$ cat src/rtl/rr_arbiter_4.sv
// rr_arbiter_4 -- four-way round-robin arbiter feeding a 2-to-4 decoder stage.
//
// Grants one requester at a time and holds the grant until the owner releases
// it (done pulse or request drop). The search for the next owner starts at the
// requester after the previous owner, so every active requester is served in turn.
// Exactly one idle cycle separates consecutive grants.
//
// Optional feature, macro ARB_TIMEOUT_EN: an 8-bit hold counter forces a
// release after HOLD_MAX cycles of grant and pulses timeout for one cycle.
// Without the macro there is no counter and timeout is tied to 0.
//
// Parameters:
//   HOLD_MAX   maximum grant length in cycles (2..255), used with ARB_TIMEOUT_EN
// Ports:
//   clk        clock, rising edge
//   rst        synchronous active-high reset
//   req[3:0]   request lines, bit i = requester i
//   done       owner release pulse, ignored while no grant is active
//   grant_idx  index of the granted requester (decoder A), registered
//   grant_en   grant valid (decoder E), registered
//   busy       FSM is in GRANT; exposes the FSM state, equals grant_en
//   timeout    one-cycle pulse on a forced release
//
// Handshake: req[i] acts as valid and the grant as ready. An owner keeps its
// grant while req[i] stays high and done stays low; it gives the grant back by
// pulsing done or dropping req[i]. Other requests wait, with no preemption.
module rr_arbiter_4 #(
  parameter int HOLD_MAX = 8
) (
  input  logic       clk,
  input  logic       rst,
  input  logic [3:0] req,
  input  logic       done,
  output logic [1:0] grant_idx,
  output logic       grant_en,
  output logic       busy,
  output logic       timeout
);

  if (HOLD_MAX < 2 || HOLD_MAX > 255) begin : g_bad_hold_max
    $error("rr_arbiter_4: HOLD_MAX must be in 2..255");
  end

  typedef enum logic {
    IDLE  = 1'b0,
    GRANT = 1'b1
  } state_t;

  state_t     state, state_nxt;
  logic [1:0] ptr, ptr_nxt;
  logic [1:0] idx_nxt;
  logic       en_nxt;
  logic       timeout_nxt;
  logic [1:0] pick;
  logic       any_req;
  logic       expired;
  logic       release_c;

  // Rotating priority scan: first set request at ptr, ptr+1, ... mod 4.
  always_comb begin
    pick    = ptr;
    any_req = 1'b0;
    for (int k = 3; k >= 0; k--) begin
      if (req[ptr + 2'(k)]) begin
        pick    = ptr + 2'(k);
        any_req = 1'b1;
      end
    end
  end

`ifdef ARB_TIMEOUT_EN
  logic [7:0] cnt;

  // cnt is 0 on the first granted cycle, so HOLD_MAX-1 marks the last one.
  localparam logic [7:0] HOLD_LAST = 8'(HOLD_MAX - 1);

  always_ff @(posedge clk) begin
    if (rst) begin
      cnt <= 8'd0;
    end else if (state == GRANT) begin
      cnt <= cnt + 8'd1;
    end else begin
      cnt <= 8'd0;
    end
  end

  assign expired = (state == GRANT) && (cnt == HOLD_LAST);
`else
  assign expired = 1'b0;
`endif

  assign release_c = done || !req[grant_idx] || expired;

  always_comb begin
    state_nxt   = state;
    ptr_nxt     = ptr;
    idx_nxt     = grant_idx;
    en_nxt      = grant_en;
    timeout_nxt = 1'b0;
    case (state)
      IDLE: begin
        if (any_req) begin
          idx_nxt   = pick;
          en_nxt    = 1'b1;
          state_nxt = GRANT;
        end
      end
      GRANT: begin
        if (release_c) begin
          en_nxt      = 1'b0;
          ptr_nxt     = grant_idx + 2'd1;
          state_nxt   = IDLE;
          // done has priority: a release that coincides with done is not forced.
          timeout_nxt = expired && !done;
        end
      end
      default: begin
        state_nxt = IDLE;
        en_nxt    = 1'b0;
      end
    endcase
  end

  always_ff @(posedge clk) begin
    if (rst) begin
      state     <= IDLE;
      ptr       <= 2'd0;
      grant_idx <= 2'd0;
      grant_en  <= 1'b0;
      timeout   <= 1'b0;
    end else begin
      state     <= state_nxt;
      ptr       <= ptr_nxt;
      grant_idx <= idx_nxt;
      grant_en  <= en_nxt;
      timeout   <= timeout_nxt;
    end
  end

  assign busy = (state == GRANT);

endmodule

$ cat config.mk
export PLATFORM = sky130hd
export DESIGN_NAME = rr_arbiter_4
export DESIGN_NICKNAME = d
export VERILOG_FILES = /design/src/rtl/rr_arbiter_4.sv
export SDC_FILE = /design/constraint.sdc
export NUM_CORES = 1
export LEC_CHECK = 0
export ABC_CLOCK_PERIOD_IN_PS = 2250
export CORE_AREA = 2 2 39 41
export CTS_CLUSTER_SIZE = 10
export DETAILED_ROUTE_END_ITERATION = 8
export DIE_AREA = 0 0 41 43
export PLACE_DENSITY_LB_ADDON = 0.15
export SLEW_MARGIN = 40
export SYNTH_ARGS = -nofsm -noshare
export SYNTH_HDL_FRONTEND = slang
export SYNTH_SLANG_ARGS = --single-unit
$ cat constraint.sdc
create_clock -name clk -period 2.25 [get_ports clk]
set_input_delay 0.3375 -clock clk [delete_from_list [all_inputs] [get_ports clk]]
set_output_delay 0.3375 -clock clk [all_outputs]
set_load 0.02 [all_outputs]
Yosys cells after proc, flatten, opt, wreduce, memory -nomap -nowiden

Index checks and enable logic that the tools add are counted.

Equal/unequal tests: 2
Reduce and logical (&&, ||, !) cells: 5
Multiplexer cells: 24
$lt $le $gt $ge: 5
Add/sub/neg operators: 4
Multipliers: 0
Shifts and indexed selects: 0
Bitwise logic cells: 1
Div/mod/pow operators: 0

Operators with widths:

| operator                                                                      | number |
|---|---|
| 2-bit by 3-bit less-than comparator with 1-bit output (second input constant) | 5 |
| 1-bit two-way mux                                                             | 13 |
| 1-bit binary-select mux with 2-bit select                                     | 5 |
| 2-bit two-way mux                                                             | 4 |
| 2-bit AND reduction                                                           | 3 |
| 2-bit by 1-bit adder with 2-bit output (second input constant)                | 2 |
| 2-bit adder (second input constant)                                           | 2 |
| 1-bit case mux with 2 select lines                                            | 2 |
| 2-bit by 1-bit inequality test with 1-bit output (second input constant)      | 1 |
| 2-bit inequality test (second input constant)                                 | 1 |
| 1-bit logical NOT                                                             | 1 |
| 1-bit logical OR                                                              | 1 |
| 1-bit inverter                                                                | 1 |

Register bits: 6
Bits in latches: 0
ROM bits: 0
Memories: 0
RAM bits: 0
Input bits: 7
Output and inout bits: 5

Depth between registers and ports, before layout

Gate-level depths: netlist of run 1.

Depth in word-level cells: 9
Mapped depth: 4
Gate-level depth less buffers: 4

Worst setup path after synthesis of run 1

No wires, ideal clock.

Path kind: flip-flop to flip-flop
Start point: register grant_idx[1]
End point: register ptr[0]
Arrival: 1.483 ns
Stages on the path, launching flop included: 5
Path slack: 0.681 ns
Clock period less this slack: 1.569 ns
Path buffers: 0
Path through: dfxtp_1 mux4_2 a21boi_2 nor2_1 a211oi_1

Cells in the longest elaborated chain, start to end: 5

Ends and longest elaborated chain:

| element                                   | RTL line | RTL |
|---|---|---|
| from (decl)                               | 34       | `output logic [1:0] grant_idx,` |
| from (signal assigned)                    | 134      | `grant_idx <= idx_nxt;` |
| 1-bit binary-select mux with 2-bit select | 92       | `assign release_c = done \|\| !req[grant_idx] \|\| expired;` |
| 1-bit two-way mux (implied by the code)   | 92       |  |
| 1-bit logical NOT                         | 92       |  |
| 1-bit logical OR                          | 92       |  |
| 2-bit AND reduction (no line)             | -        |  |
| to (signal assigned)                      | 133      | `ptr <= ptr_nxt;` |
| to (decl)                                 | 50       | `logic [1:0] ptr, ptr_nxt;` |

No other way between the ends. The select of a mux whose other input is x is not followed.
A chain may end at the register's enable or synchronous reset.

Worst setup path in the final report of run 1

Start point: input req[3]
End point: register ptr[0]

Cells in the longest elaborated chain, start to end: 5

Ends and longest elaborated chain:

| element                                   | RTL line | RTL |
|---|---|---|
| from (decl)                               | 32       | `input logic [3:0] req,` |
| 1-bit binary-select mux with 2-bit select | 92       |  |
| 1-bit two-way mux (implied by the code)   | 92       |  |
| 1-bit logical NOT                         | 92       |  |
| 1-bit logical OR                          | 92       |  |
| 2-bit AND reduction (no line)             | -        |  |

No other way between the ends. The select of a mux whose other input is x is not followed.

==> summary.md, run 1 <==
| Metric | Value |
|---|---|
| Total track usage | `0.117` |
| Clk slew on worst S/H paths | `0.04 ns` |
| YS warnings | `0` |
| Core area | `1380 um2` |
| Synth Flop Type | `dfxtp_1` |
| DRC | `0` |
| Cts repair resizes | `0` |
| Number of global-route vias before repair | `344` |
| M3 GR Usage | `0.0209` |
| Hold Crit Class | `reg2reg` |
| Post-synthesis compound-gate area fraction | `0.285` |
| Detailed Route WL | `817 um` |
| Fin crit share | `0.784` |
| Clock H-tree levels | `1` |
| Final slew viol count | `0` |
| Maximum VDD drop | `0.000311 V` |
| Crit path required time | `2.40 ns` |
| Startpoint type of the worst setup path | `input pin` |
| Initial Util | `0.250` |
| Top Usage Layer GRT | `met2` |
| Netlist cell types | `21` |
| Syn Inst Count | `42` |
| Post-CTS Setup Bufs | `0` |
| Worst EP arrival | `1.91 ns` |
| Num CTS Buffers | `3` |
| Run status | `finished, final reports clean` |
| Initial antenna violation count | `0` |
| Overflow after GRT | `0` |
| Area of the multi-input gates | `211 um2` |
| Share of cells above drive strength 1 | `0.143` |
| Yosys reg bits | `6` |
| CTS Root Cell | `clkbuf_4` |
| Flip-flop and latch area | `120 um2` |
| Hpwl dp | `642 um` |
| First-pass GRT wire length | `1330 um` |
| CP Class | `in2reg` |
| Syn nets | `49` |
| Clock sink count | `6` |
| P&R area growth vs syn | `43.3%` |
| Largest family of logic cells by synthesized area | `compound AO/OA/AOI/OAI gates` |
| Setup WS post-layout | `0.486 ns` |
| Synth Area in XOR/XNOR | `0.0253` |
| EDFF count, synth | `0` |
| Final hold violation count | `0` |
| R2R depth | `4` |
| Max_cap viols | `0` |
| # port buffers | `10` |
| WHS Endpoint | `grant_en$_SDFFE_PP0P_` |
| Setup TNS | `0 ns` |
| Post-synthesis mux area share | `0.0650` |
| R2r setup slk | `0.67 ns` |
| Diodes inserted | `0` |
| Die ar. | `1760 um2` |
| Post-Synth Adder-Cell Area | `0` |
| Routed Antenna Nets | `0` |
| Worst-Skew Late Latency | `0.24 ns` |
| WL per Instance | `11.3 um` |
| DR pass1 iterations | `3` |
| DRT iter0 DRCs | `4` |
| Final setup vio count | `0` |
| Max Clock Freq | `567 MHz` |
| Post-route minimum period | `1.76 ns` |
| Fin nets | `65` |
| Vias per inst | `4.65` |
| Hold buffer count at cts | `0` |
| Mapped Area | `347 um2` |
| HP Start | `grant_en$_SDFFE_PP0P_` |
| Post-Synth Simple-Gate Area | `0.224` |
| # rows | `14` |
| Unrepaired setup endpoints after global routing | `false` |
| Final weighted congestion in routability-driven placement | `0.700` |
| Ys async rst share | `0` |
| Pwr Density | `627 nW/um2` |
| Min-Delay Path Depth | `2` |
| Met2 Resource Use GR | `0.156` |
| Die Span X | `41 um` |
| M1 GR Usage | `0.142` |
| Register area share after synthesis | `0.347` |
| Leak pwr | `0.181 nW` |
| Critical R2R Launch | `grant_idx[1]$_SDFFE_PP0P_` |
| Pin count of the biggest net entering global routing | `7` |
| IO Pins | `12` |
| CP max FO | `6` |
| Fin Clk Skew | `0.00105 ns` |
| Clock tree buffer depth | `2` |
| Vias post-DR | `335` |
| TritonCTS clock tree | `built` |
| Fillers | `154` |
| DIE HEIGHT | `43 um` |
| Worst setup EP type | `register` |
| Dpl ws | `0.229 ns` |
| R2R Path End | `ptr[0]$_SDFFE_PP0P_` |
| Syn avg cell area | `8.25 um2` |
flip-flops by register name (all words and copies together) (netlist names):
name / count
ptr: 2
busy: 1
grant_en: 1
grant_idx: 2
cell usage after synthesis, types with 2 or more instances:
library cell	instances	area share
a21oi_1	6	0.087
nand2_1	2	0.022
o21ai_0	2	0.029
a211oi_1	2	0.043
dfxtp_1	6	0.35
nor2_1	4	0.043
nor2b_1	3	0.054
nand2b_1	3	0.054
inv_1	2	0.022
critical path: stages:
cell	delay, ns
clkdlybuf4s50_1	0.50
mux4_2	0.53
a21boi_2	0.26
nor2_1	0.06
a211oi_1	0.22
area by class of cell:
cell class                 count  area share
inverter                       2      0.0151
timing repair buffer          12       0.232
sequential                     6       0.242
multi-input combinational     33       0.426
tap                           16      0.0403
clock buffer                   3      0.0453
per-layer routing:
layer  part of all wire  up-vias  wire length, um
li1                   -      176                -
met1               0.47      148              388
met2               0.44        9              361
met3              0.069        2               56
met4              0.012        0               10
met5                  0        -                0
metrics by stage:
stage | utilization | instances | hold slack (ns) | cell area, um2 | power, mW
after CTS | 0.359 | 72 | 0.481 | 497 | 0.317
after global placement | 0.343 | 69 | 0.475 | 474 | 0.218
after detailed placement | 0.343 | 69 | 0.468 | 474 | 0.217
after global routing | 0.359 | 72 | 0.518 | 497 | 0.335
after floorplan | - | 42 | 0.407 | 347 | 0.178
final | 0.359 | 72 | 0.473 | 497 | 0.312
how the worst max path moves through the flow:
stage | start | end | slack, ns | cells past startpoint
floorplan | grant_idx[1]$_SDFFE_PP0P_ | ptr[0]$_SDFFE_PP0P_ | 0.68 | 4
global placement | req[3] | ptr[0]$_SDFFE_PP0P_ | 0.24 | 5
detailed placement | req[3] | ptr[0]$_SDFFE_PP0P_ | 0.23 | 5
CTS | req[3] | ptr[0]$_SDFFE_PP0P_ | 0.48 | 5
global route | req[3] | ptr[0]$_SDFFE_PP0P_ | 0.39 | 5
finish | req[3] | ptr[0]$_SDFFE_PP0P_ | 0.49 | 5
power breakdown:
part / leakage [nW] / internal (mW) / switching (mW) / total, mW
registers: 0.0497 / 0.117 / 0.0114 / 0.129
logic: 0.118 / 0.0458 / 0.0403 / 0.0861
clock network: 0.0138 / 0.0602 / 0.0366 / 0.0967
placed cells by master, fill, tap and decap left out:
cell and count:
nor2_1 4, o2111ai_1 1, o311ai_0 1, clkdlybuf4s50_1 10
clkbuf_4 3, a21oi_1 6, mux4_2 1, a211oi_1 2
conb_1 1, a21o_1 1, or2_2 1, nor2b_1 3
dfxtp_1 6, a21boi_2 1, nor4_1 1, nand3_1 1
xnor2_1 1, buf_4 2, o21ai_0 2, nand2b_1 3
nand2_1 2, o21bai_1 1, inv_1 2
cell families after synthesis:
| group | Yosys count |
|---|---|
| AOI/OAI and AO/OA | 15 |
| xor gates and xnor gates | 1 |
| buffers and inverters | 3 |
| DFF | 6 |
| muxes | 1 |
| other | 1 |
| and+or+nand+nor | 15 |
(Power assumes the default switching activity.)
==> inputs of run 2 (changes only) <==
- ABC_CLOCK_PERIOD_IN_PS: 2250 -> 1550
- clock period: 2.25 -> 1.55 ns (I/O delays scaled with it)
==> run 2 against run 1 <==
Net effect:
- core utilization increased by 2.4 points
- via count increased by 7.8%
- non-clock buffer count increased by 3
- sequential share of layout area decreased by 1.2 points
- critical path depth unchanged
- wire length increased by 11%
- first-iteration DRC count increased by 25%
- cell area increased by 6.5%
- register-to-register slack got worse by 0.55 ns
- clock power increased by 46%
- count of clock-buffer cells in the layout unchanged
- critical path type unchanged
- largest cell class unchanged
- largest power group unchanged
==> summary.md, run 2 (synthesized netlist as in run 1, its figures left out) <==
| Metric | Value |
|---|---|
| Final slew viol count | `0` |
| M3 GR Usage | `0.0471` |
| Post-CTS Setup Bufs | `0` |
| CP max FO | `5` |
| Met2 Resource Use GR | `0.175` |
| Share of cells above drive strength 1 | `0.203` |
| Final hold violation count | `0` |
| Startpoint type of the worst setup path | `input pin` |
| M1 GR Usage | `0.167` |
| Pin count of the biggest net entering global routing | `7` |
| Post-route cell area | `529 um2` |
| Final setup vio count | `0` |
| Initial antenna violation count | `0` |
| Maximum VDD drop | `0.000428 V` |
| First-pass GRT wire length | `1520 um` |
| R2R depth | `4` |
| Clock H-tree levels | `1` |
| WHS Endpoint | `grant_en$_SDFFE_PP0P_` |
| Routed Antenna Nets | `0` |
| Min-Delay Path Depth | `2` |
| Initial Util | `0.250` |
| DR pass1 iterations | `3` |
| Most frequent cells in the layout | `8 x clkdlybuf4s50_1, 6 x a21oi_1, 5 x dfxtp_1, 5 x buf_4, 4 x nor2_1` |
| Detailed Route WL | `903 um` |
| Vias post-DR | `361` |
| Peak per-stage delay on the critical path | `0.52 ns` |
| Top Usage Layer GRT | `met2` |
| R2R Path End | `ptr[0]$_SDFFE_PP0P_` |
| Unrepaired setup endpoints after global routing | `false` |
| Num CTS Buffers | `3` |
| P&R area growth vs syn | `52.7%` |
| Die ar. | `1760 um2` |
| WHS | `0.475 ns` |
| Crit path buf inv count | `1` |
| Pwr Density | `876 nW/um2` |
| Hpwl dp | `691 um` |
| Worst-Skew Late Latency | `0.24 ns` |
| Fin nets | `68` |
| TritonCTS clock tree | `built` |
| Fin Clk Skew | `0.00585 ns` |
| Area post-placement | `498 um2` |
| Vias per inst | `4.81` |
| Critical R2R Launch | `grant_idx[1]$_SDFFE_PP0P_` |
| IO Pins | `12` |
| Overflow after GRT | `0` |
| R2r setup slk | `0.12 ns` |
| Clk slew on worst S/H paths | `0.05 ns` |
| Biggest regs | `grant_idx (2), ptr (2)` |
| Max_cap viols | `0` |
| Post-route minimum period | `1.49 ns` |
| Fin crit share | `0.962` |
| Leak pwr | `0.220 nW` |
| DRC | `0` |
| Run status | `finished, final reports clean` |
| Diodes inserted | `0` |
| Slowest-stage cell, CP | `mux4_2` |
| Hold Crit Class | `reg2reg` |
| Core area | `1380 um2` |
| Crit path required time | `1.71 ns` |
| # rows | `14` |
| Total track usage | `0.130` |
| Worst setup EP type | `register` |
| CP top delay family | `multiplexers` |
| DRT iter0 DRCs | `5` |
| Worst-path cell chain | `clkdlybuf4s50_1 -> mux4_2 -> a21boi_4 -> nor2_1 -> a211oi_1` |
| Max Clock Freq | `670 MHz` |
| DIE HEIGHT | `43 um` |
| Commonest non-fill, non-tap cell in the layout | `clkdlybuf4s50_1` |
| Final weighted congestion in routability-driven placement | `0.703` |
| # port buffers | `10` |
| Clock sink count | `6` |
| Number of global-route vias before repair | `362` |
| CP Class | `in2reg` |
| HP Start | `grant_en$_SDFFE_PP0P_` |
| Worst EP arrival | `1.65 ns` |
| Clock tree buffer depth | `2` |
| Hold buffer count at cts | `0` |
| WL per Instance | `12.0 um` |
| CTS Root Cell | `clkbuf_4` |
| Die Span X | `41 um` |
[run 2: changes by cell type in the layout (fill, tap and decap cells not counted), sizes merged]
| cell | previous run | this run |
|---|---|---|
| buf | 2 | 5 |
| clkdlybuf4s50 | 10 | 8 |
| dlygate4sd2 | 0 | 1 |
| dlymetal6s2s | 0 | 1 |
[run 2: routing by layer]
metal	vias up	routed length, um	part of all wire
met2	9	428	0.47
li1	184	-	-
met5	-	0	0
met3	2	38	0.042
met4	0	10	0.011
met1	166	427	0.47
[run 2: tightest hold or removal path, stage by stage, from the launching register on]
cell and delay (ns):
dfxtp_1 0.30, nand2b_1 0.06, a21oi_1 0.06
[run 2: area by class of cell]
cell class                      count  area [um2]
Inverter                            2        7.51
Tap cell                           16        20.0
Clock buffer                        3        22.5
Multi-Input combinational cell     33         219
Timing Repair Buffer               15         139
Fill cell                         152         855
Sequential cell                     6         121
[run 2: per-stage QoR]
step	power [mW]	worst slack, ns	util	std cells	TNS (ns)
after global routing	0.505	0.00385	0.382	75	0
after floorplan	0.259	0.0896	-	42	0
final	0.464	0.0586	0.382	75	0
after global placement	0.326	-0.223	0.360	72	-0.874
after detailed placement	0.323	-0.183	0.360	72	-0.755
after CTS	0.472	0.00287	0.375	75	0
[run 2: timing repair]
action                     CTS  global route
gates resized for setup      1             2
gates cloned                 0             0
hold endpoints to repair     0             0
setup endpoints to repair    1             3
pin swaps                    0             1
[run 2: how the worst max path moves through the flow]
stage / start / endpoint / slack (ns) / depth (start not counted)
global placement: req[1] / ptr[0]$_SDFFE_PP0P_ / -0.22 / 5
floorplan: grant_idx[1]$_SDFFE_PP0P_ / ptr[0]$_SDFFE_PP0P_ / 0.09 / 4
detailed placement: req[0] / ptr[0]$_SDFFE_PP0P_ / -0.18 / 5
CTS: grant_idx[1]$_SDFFE_PP0P_ / grant_idx[1] / 0.003 / 2
global route: req[3] / ptr[0]$_SDFFE_PP0P_ / 0.004 / 5
finish: req[1] / ptr[0]$_SDFFE_PP0P_ / 0.06 / 5
[run 2: power breakdown]
group          internal, mW  total [mW]  switching (mW)
sequential            0.171       0.186          0.0156
combinational        0.0726       0.136          0.0634
clock                0.0874       0.141          0.0537
==> inputs of run 3 (changes only) <==
- ABC_AREA: default -> 1
==> run 3 against run 2 <==
Net effect:
- final cell count grew 65%
- worst hold slack gained 0.021 ns
- die area is the same
- flip-flop and latch count is the same
- sequential share of layout area shrank 6.4 points
- first-iteration DRC count grew 60%
- cell area grew 37%
- core utilization grew 14 points
- non-clock buffer count grew 2
- critical path depth shrank 4
- largest power group is now combinational cells
==> summary.md, run 3 <==
| Metric | Value |
|---|---|
| Run status | `finished, final reports clean` |
| DIE HEIGHT | `43 um` |
| Share of cells above drive strength 1 | `0.250` |
| Slowest-stage cell, CP | `clkdlybuf4s50_1` |
| Most frequent cells in the layout | `26 x nand2_1, 12 x inv_1, 8 x clkdlybuf4s50_1` |
| Vias per inst | `4.69` |
| Most common cell in the synthesized netlist | `nand2_1` |
| Syn nets | `97` |
| Largest cells by area after synthesis | `dfxtp_1 22%, nand2_1 18%, inv_1 8.2%` |
| Hpwl dp | `956 um` |
| Largest family of logic cells by synthesized area | `simple AND/OR/NAND/NOR gates` |
| Fin Clk Skew | `0.000155 ns` |
| Final Util | `0.524` |
| CP Class | `reg2out` |
| Overflow after GRT | `0` |
| DRC | `0` |
| Post-route cell area | `724 um2` |
| Num CTS Buffers | `3` |
| HP Start | `grant_en$_SDFFE_PP0P_` |
| Fin nets | `117` |
| Min-Delay Path Depth | `2` |
| Syn avg cell area | `6.12 um2` |
| Leak pwr | `0.388 nW` |
| DRT iter0 DRCs | `8` |
| Worst-path cell chain | `clkdlybuf4s50_1` |
| CP max FO | `4` |
| Total power | `1.05 mW` |
| IO Pins | `12` |
| Reg power frac | `0.248` |
| Setup TNS | `0 ns` |
| Clock power frac | `0.138` |
| Final setup vio count | `0` |
| Area post-placement | `704 um2` |
| NetSw | `0.491 mW` |
| Crit path required time | `1.32 ns` |
| Synth Area in XOR/XNOR | `0.0159` |
| Maximum VDD drop | `0.000663 V` |
| Commonest cells in the netlist | `26 x nand2_1, 12 x inv_1, 7 x nand2_2, 7 x nand3_1, 6 x dfxtp_1` |
| Mapped Area | `551 um2` |
| Routed Antenna Nets | `0` |
| Max_cap viols | `0` |
| Worst setup EP type | `output port` |
| Fillers | `161` |
| Critical R2R Launch | `ptr[1]$_SDFFE_PP0P_` |
| Unrepaired setup endpoints after global routing | `false` |
| R2R depth | `10` |
| Final weighted congestion in routability-driven placement | `0.733` |
| Synth Flop Type | `dfxtp_1` |
| Clock tree buffer depth | `2` |
| Yosys reg bits | `6` |
| EDFF count, synth | `0` |
| # port buffers | `10` |
| TritonCTS clock tree | `built` |
| Final slew viol count | `0` |
| Netlist cell types | `22` |
| R2r setup slk | `0.14 ns` |
| Detailed Route WL | `1180 um` |
| Initial antenna violation count | `0` |
| CTS Root Cell | `clkbuf_4` |
| Largest area contributor in the netlist | `dfxtp_1` |
| Fin crit share | `0.943` |
| # rows | `14` |
| Pin count of the biggest net entering global routing | `12` |
| Int Pwr | `0.559 mW` |
| Post-route minimum period | `1.46 ns` |
| Final hold violation count | `0` |
| Area of the multi-input gates | `353 um2` |
| Synth top area share | `0.218` |
| Pwr Density | `1450 nW/um2` |
| Clk slew on worst S/H paths | `0.04 ns` |
| DR pass1 iterations | `4` |
| Number of global-route vias before repair | `514` |
| Flip-flop and latch area | `120 um2` |
| Clock sink count | `6` |
| Core area | `1380 um2` |
| Hold Crit Class | `reg2reg` |
| YS warnings | `0` |
| Sw frac | `0.468` |
| Peak per-stage delay on the critical path | `0.62 ns` |
| Commonest non-fill, non-tap cell in the layout | `nand2_1` |
| Initial Util | `0.398` |
| Vias post-DR | `581` |
| CP top delay family | `buffers and inverters` |
| Clock H-tree levels | `1` |
| Syn Inst Count | `90` |
| Die ar. | `1760 um2` |
| Max Clock Freq | `684 MHz` |
| P&R area growth vs syn | `31.6%` |
| Post-synthesis mux area share | `0` |
| Worst-Skew Late Latency | `0.24 ns` |
| Post-Synth Simple-Gate Area | `0.484` |
| Die Span X | `41 um` |
| Ys async rst share | `0` |
| Total track usage | `0.159` |
| Post-CTS Setup Bufs | `0` |
| WL per Instance | `9.48 um` |
| Biggest regs | `grant_idx (2), ptr (2)` |
| Startpoint type of the worst setup path | `register` |
| Worst EP arrival | `1.23 ns` |
| First-pass GRT wire length | `1950 um` |
| Gate power share | `0.614` |
| WHS Endpoint | `grant_en$_SDFFE_PP0P_` |
| Post-synthesis compound-gate area fraction | `0.134` |
| Register area share after synthesis | `0.218` |
| R2R Path End | `busy$_SDFF_PP0_` |
| Post-Synth Adder-Cell Area | `0` |
| Crit path buf inv count | `1` |
| Diodes inserted | `0` |
run 3: cell types whose count changed after synthesis, moves of 3 or more:
cell	before	now
nand2b_1	3	0
inv_1	2	12
nand2_4	0	4
nor2b_1	3	0
nand2_2	0	7
nand2_1	2	26
nand3_1	1	7
o21ai_0	2	5
run 3: power by group through the flow:
stage	Sequential [mW]	Combinational, mW	Clock, mW
floorplan	0.293	0.432	0
global placement	0.263	0.653	0
detailed placement	0.263	0.660	0
CTS	0.260	0.653	0.148
global route	0.271	0.715	0.154
finish	0.261	0.644	0.145
run 3: what timing repair did:
item | CTS | global route
setup endpoints to repair | 2 | 1
gates cloned | 0 | 0
hold buffers | 0 | 0
resized for setup | 2 | 1
run 3: layout make-up:
type / instances / area share
Sequential cell: 6 / 0.166
Inverter: 15 / 0.0812
Tap cell: 16 / 0.0276
Timing Repair Buffer: 17 / 0.207
Clock buffer: 3 / 0.0311
Multi-Input combinational cell: 67 / 0.487
run 3: worst max-delay path by stage:
stage                         from                        end  depth (start not counted)
2_1_floorplan  ptr[1]$_SDFFE_PP0P_  grant_idx[1]$_SDFFE_PP0P_                         11
3_5_place_dp                req[2]  grant_idx[0]$_SDFFE_PP0P_                         10
5_1_grt        ptr[1]$_SDFFE_PP0P_            busy$_SDFF_PP0_                         10
3_3_place_gp                req[2]  grant_idx[0]$_SDFFE_PP0P_                         10
6_report           busy$_SDFF_PP0_                       busy                          1
4_1_cts            busy$_SDFF_PP0_                       busy                          1
run 3: metrics by stage:
step	hold slack, ns	cells	worst slack, ns
finish	0.496	124	0.0880
global placement	0.461	121	-0.150
floorplan	0.377	90	0.321
detailed placement	0.466	121	-0.166
CTS	0.498	124	0.0712
global route	0.530	124	0.0303
run 3: layer usage:
| layer | global-route usage | vias up | part of all wire | routed length, um |
|---|---|---|---|---|
| li1 | - | 317 | - | - |
| met1 | 0.191 | 252 | 0.47 | 552 |
| met2 | 0.272 | 10 | 0.49 | 575 |
| met3 | 0 | 2 | 0.027 | 32 |
| met4 | 0.0800 | 0 | 0.013 | 15 |
| met5 | 0 | - | 0 | 0 |
run 3: cell families after synthesis:
logic type | Yosys count
AOI/OAI and AO/OA | 13
xor gates and xnor gates | 1
other | 1
buffers and inverters | 17
DFF | 6
and+or+nand+nor | 52
